[src/rtl/ntt_ctrl.sv]
// Kyber NTT sequencer: walks 7 layers x 128 butterflies and delays write-back addresses by RD_LAT+BF_LAT.
// Define NTT_INVERSE_EN to honour `inv` and build the inverse (GS) address/zeta schedule.
module ntt_ctrl #(
  parameter int RD_LAT = 1,
  parameter int BF_LAT = 2
) (
  input  logic       clk,
  input  logic       rst,
  input  logic       start,
  input  logic       inv,
  output logic       busy,
  output logic       done,
  output logic       rd_en,
  output logic [7:0] rd_addr_a,
  output logic [7:0] rd_addr_b,
  output logic [6:0] zeta_addr,
  output logic       bf_valid,
  output logic       bf_inv,
  output logic       wr_en,
  output logic [7:0] wr_addr_a,
  output logic [7:0] wr_addr_b,
  output logic [2:0] layer,
  output logic [1:0] dbg_state
);

  localparam int D = RD_LAT + BF_LAT;

  typedef enum logic [1:0] {S_IDLE, S_ISSUE, S_DRAIN, S_DONE} state_t;

  state_t     state_q;
  logic [6:0] i_q;
  logic [2:0] layer_q;
  logic [2:0] dcnt_q;
  logic       inv_q;
  logic       inv_sel;

`ifdef NTT_INVERSE_EN
  assign inv_sel = inv;
`else
  logic unused_inv;
  assign unused_inv = inv;
  assign inv_sel    = 1'b0;
`endif

  always_ff @(posedge clk or posedge rst) begin
    if (rst) begin
      state_q <= S_IDLE;
      i_q     <= '0;
      layer_q <= '0;
      dcnt_q  <= '0;
      inv_q   <= 1'b0;
    end else begin
      case (state_q)
        S_IDLE: begin
          if (start) begin
            state_q <= S_ISSUE;
            i_q     <= '0;
            layer_q <= '0;
            inv_q   <= inv_sel;
          end
        end
        S_ISSUE: begin
          i_q <= i_q + 7'd1;
          if (i_q == 7'd127) begin
            state_q <= S_DRAIN;
            dcnt_q  <= '0;
          end
        end
        S_DRAIN: begin
          // Leave only once the last write of this layer has landed.
          if (dcnt_q == 3'(D - 1)) begin
            if (layer_q == 3'd6) begin
              state_q <= S_DONE;
            end else begin
              layer_q <= layer_q + 3'd1;
              state_q <= S_ISSUE;
            end
          end else begin
            dcnt_q <= dcnt_q + 3'd1;
          end
        end
        S_DONE:  state_q <= S_IDLE;
        default: state_q <= S_IDLE;
      endcase
    end
  end

  logic [3:0] s;
  logic [7:0] idx, len, grp, addr_a, addr_b;
  logic [6:0] zeta;

  always_comb begin
    idx = {1'b0, i_q};
`ifdef NTT_INVERSE_EN
    if (inv_q) s = {1'b0, layer_q} + 4'd1;
    else       s = 4'd7 - {1'b0, layer_q};
`else
    s = 4'd7 - {1'b0, layer_q};
`endif
    len    = 8'd1 << s;
    grp    = idx >> s;
    addr_a = (grp << (s + 4'd1)) | (idx & (len - 8'd1));
    addr_b = addr_a + len;
    zeta   = 7'((8'd1 << layer_q) + grp);
`ifdef NTT_INVERSE_EN
    if (inv_q) zeta = 7'((8'd128 >> layer_q) - 8'd1 - grp);
`endif
  end

  assign rd_en     = (state_q == S_ISSUE);
  assign busy      = (state_q == S_ISSUE) || (state_q == S_DRAIN);
  assign done      = (state_q == S_DONE);
  assign rd_addr_a = rd_en ? addr_a : '0;
  assign rd_addr_b = rd_en ? addr_b : '0;
  assign zeta_addr = rd_en ? zeta : '0;
  assign bf_inv    = inv_q;
  assign layer     = layer_q;
  assign dbg_state = state_q;

  // Issue-cycle {valid, addr_a, addr_b} delayed D cycles; tap RD_LAT-1 gives bf_valid.
  logic       dl_v_q [D];
  logic [7:0] dl_a_q [D];
  logic [7:0] dl_b_q [D];

  always_ff @(posedge clk or posedge rst) begin
    if (rst) begin
      for (int k = 0; k < D; k++) begin
        dl_v_q[k] <= 1'b0;
        dl_a_q[k] <= '0;
        dl_b_q[k] <= '0;
      end
    end else begin
      dl_v_q[0] <= rd_en;
      dl_a_q[0] <= rd_addr_a;
      dl_b_q[0] <= rd_addr_b;
      for (int k = 1; k < D; k++) begin
        dl_v_q[k] <= dl_v_q[k-1];
        dl_a_q[k] <= dl_a_q[k-1];
        dl_b_q[k] <= dl_b_q[k-1];
      end
    end
  end

  assign bf_valid  = dl_v_q[RD_LAT-1];
  assign wr_en     = dl_v_q[D-1];
  assign wr_addr_a = dl_a_q[D-1];
  assign wr_addr_b = dl_b_q[D-1];

endmodule

[config.mk]
export PLATFORM = sky130hd
export DESIGN_NAME = ntt_ctrl
export DESIGN_NICKNAME = d
export VERILOG_FILES = /design/src/rtl/ntt_ctrl.sv
export SDC_FILE = /design/constraint.sdc
export NUM_CORES = 1
export LEC_CHECK = 0
export CORE_ASPECT_RATIO = 1.75
export CORE_MARGIN = 1.5
export CORE_UTILIZATION = 40
export DETAILED_ROUTE_END_ITERATION = 12
export DONT_BUFFER_PORTS = 1
export PLACE_DENSITY_LB_ADDON = 0.12
export SLEW_MARGIN = 20
export SYNTH_ARGS = -nofsm -noshare
export SYNTH_HDL_FRONTEND = slang
export SYNTH_SLANG_ARGS = --single-unit
[constraint.sdc]
create_clock -name clk -period 6.04 [get_ports clk]
set_clock_uncertainty 0.05 [all_clocks]
set_input_delay 1.51 -clock clk [delete_from_list [all_inputs] [get_ports clk]]
set_output_delay 1.51 -clock clk [all_outputs]
set_load 0.01 [all_outputs]
==> metrics.md <==
| Metric | Value |
|---|---|
| H-tree depth | `3` |
| Min Hold Slack | `0.2947 ns` |
| # DRC | `0` |
| Core ar. | `0.009527 mm²` |
| Bufs on Longest Clock Path | `2` |
| Flop2flop setup slack | `2.26 ns` |
| Worst R2R End | `dl_b_q[23]` |
| DIE HEIGHT | `134.0 µm` |
| Crit path max-delay family | `compound AO/OA/AOI/OAI gates` |
| Sinks on Clock Net | `66` |
| Total Routing Usage GR | `17.70%` |
| # resized after CTS | `0` |
| Crit path kind | `reg -> out` |
| Clk Latency, worst-skew pair | `~0.33 ns` |
| Routed vias | `2695` |
| Hold Crit Depth | `0` |
| First-pass GRT wire length | `14.26 mm` |
| Vias per std cell | `5.326` |
| Synth Flop Type | `dfrtp_1` |
| Critical Path Max Stage Delay | `0.49 ns` |
| Arr. time, crit path | `3.97 ns` |
| Antenna-violating nets left | `0` |
| Setup tns final | `0 ns` |
| Worst r2r path cells | `16` |
| Final #Nets | `411` |
| Clock transition at the registers of the reported paths | `0.05 ns` |
| Sequential share of the synthesized area | `42.09%` |
| Synthesized area per cell | `about 10 µm²` |
| Outcome | `completed` |
| Critical R2R Launch | `layer[0]` |
| Die footprint | `0.01044 mm²` |
| Synth Warn # | `0` |
| Pleak | `between 1.5 and 2 nW` |
| CP dominant cell by count | `ha_1` |
| Fmax | `~180 MHz` |
| Synthesized area | `0.003924 mm²` |
| Final Cycle Share | `between 90% and 100%` |
| Multi-input logic area | `0.001967 mm²` |
| Area leader, netlist | `dfrtp_1` |
| Final number of max-transition violations | `0` |
| Fin cells | `506` |
| Cells after Synth | `399` |
| Storage element area | `0.001654 mm²` |
| Share of power burned in registers | `roughly 36%` |
| Starting Density | `41.19%` |
| Slowest cell on the critical path | `dfrtp_2` |
| Number of synthesized flops with an enable pin | `0` |
| Tightest Pin Transition | `0.6712 ns` |
| I/O Buffers | `0` |
| Total grt overflow | `0` |
| Detail Placement HPWL | `6.540 mm` |
| Net Count, Synth | `431` |
| Asr flop ratio synth | `100.0%` |
| Hold_buf cts | `0` |
| Routability cong. | `0.8696` |
| Root Driver | `clkbuf_16` |
| Int Power | `1.068 mW` |
| Final setup violation count | `0` |
| WHS Endpoint | `wr_addr_b[2]` |
| Yosys cell types | `57` |
| Hold Path Origin | `dl_b_q[10]` |
| Final Hold Fails | `0` |
| Die width | `around 80 µm` |
| Largest net degree at the start of global routing | `36` |
| Drt wl/cell | `17.05 µm` |
| #FFs+latches synth | `66` |
| Area Growth Syn to Fin | `6.920%` |
| VDD IR max | `0.2275 mV` |
| Largest cells by area after synthesis | `dfrtp_1 42%, ha_1 8.6%, nand2_1 3.9%, buf_4 3.6%, and2_1 3.3%` |
| CTS tree | `built` |
| Antenna violations before repair | `0` |
| Placed cells | `490` |
| Vias in the first global route | `roughly 2700` |
| PwrDens | `approximately 420 mW/mm²` |
| Yosys top cell area share | `a little over two fifths` |
| Hold crit path type | `reg -> reg` |
| IO Count | `54` |
| Sw Share | `39.48%` |
| Element type at the critical path end | `output pin` |
| Relative slew slack | `55.19%` |
| Part of the power in combinational logic | `a little under two fifths` |
| Max_cap viols | `0` |
| Critical Path Source Type | `register` |
| Worst Path Buf+Inv | `1` |
| Tmin final | `5.535 ns` |
| WL final | `8.626 mm` |
| FILL cells | `just over 900` |
| Critical Path RT | `4.48 ns` |
| Post-CTS Setup Bufs | `0` |
| Most frequent cells in the layout | `64 x dfrtp_1, 41 x nand2_1, 27 x ha_1` |
| Layout cells sized above 1 | `a little under an eighth` |
| CP cell instances | `inv_1, ha_1, ha_1, nor3_1, nand2_1, o211ai_1, o21ai_0, ha_1, o21bai_1, a31oi_1, a21oi_1, a21oi_1, xnor2_1, and2_1` |
| DR iter-0 viols | `98` |
| FP Rows | `47` |
| Part of the power in the clock network | `27.3%` |
| Unrepaired setup endpoints after global routing | `false` |
| Drt first pass iters | `4` |
| Most common cell after layout, fill and taps aside | `dfrtp_1` |
| Crit Path Max Fanout | `10` |
| ANT cells | `0` |
| Psw | `about 0.70 mW` |
| Total CTS buffers | `9` |
## cells in the mapped netlist (all sizes together) (3+ instances only)
master and count:
dfrtp 66, nand2 41, o21ai 28, buf 27, ha 27, and2 23
a21oi 21, inv 17, clkbuf 14, mux2i 13, xnor2 11, nor2 10
mux2 9, nor2b 9, nand3 8, nor3 6, xor2 6, a22o 5
nand2b 5, a21o 4, o31ai 4, a31oi 3, and3 3, o21a 3
o22ai 3
## logic make-up after synthesis
logic type	Yosys count	share of synthesized area (%)
AOI/OAI and AO/OA	92	15.40
xor gates and xnor gates	17	3.795
adders and majority gates	28	9.120
buffers and inverters	58	7.781
DFF	66	42.09
muxes	22	6.282
other	1	0.09557
and+or+nand+nor	115	15.43
## power groups by stage
stage                     sequential, mW  clock (mW)  combinational [mW]
after floorplan                    0.590           0               0.560
after global placement             0.631           0               0.652
after detailed placement           0.634           0               0.659
after CTS                          0.627       0.496               0.662
after global routing               0.641       0.515               0.739
final                              0.627       0.482               0.655
## stage by stage
stage	total power, mW	cell area, µm²	utilization (%)	setup WS (ns)
2_1_floorplan	1.149	3924	-	0.6359
3_3_place_gp	1.283	3910	41.04	0.6554
3_5_place_dp	1.294	3910	41.04	0.6390
4_1_cts	1.784	4189	43.97	0.2502
5_1_grt	1.896	4195	44.04	0.1518
6_report	1.765	4195	44.04	0.5050
## per-layer routing
metal | vias up | global-route usage, % | wire length [µm]
li1 | 1328 | - | -
met1 | 1297 | 18.40 | 3282
met2 | 53 | 32.56 | 4767
met3 | 17 | 4.626 | 303
met4 | 0 | 7.980 | 273
met5 | - | 0 | 0
## state kept, by name (all words and copies together), names as in the netlist
| name | cells |
|---|---|
| bf_valid | 1 |
| dbg_state | 2 |
| dcnt_q | 3 |
| dl_a_q | 16 |
| dl_b_q | 16 |
| dl_v_q | 1 |
| i_q | 7 |
| layer | 3 |
| wr_addr_a | 8 |
| wr_addr_b | 8 |
| wr_en | 1 |
## how the worst max path moves through the flow
stage	cells past startpoint	start	to
2_1_floorplan	20	layer[0]	rd_addr_b[7]
3_3_place_gp	14	layer[2]	rd_addr_b[7]
3_5_place_dp	14	layer[2]	rd_addr_b[7]
4_1_cts	14	layer[2]	rd_addr_b[7]
5_1_grt	16	layer[0]	rd_addr_b[7]
6_report	14	layer[0]	rd_addr_b[6]
## layout make-up
type | instances | area share (%)
inverter | 17 | 1.521
clock inverter | 7 | 1.282
sequential | 66 | 39.43
multi-input combinational | 275 | 46.88
timing repair buffer | 10 | 1.879
tap | 122 | 3.639
clock buffer | 9 | 5.368
Note: power is estimated with default switching activity, not from simulation.
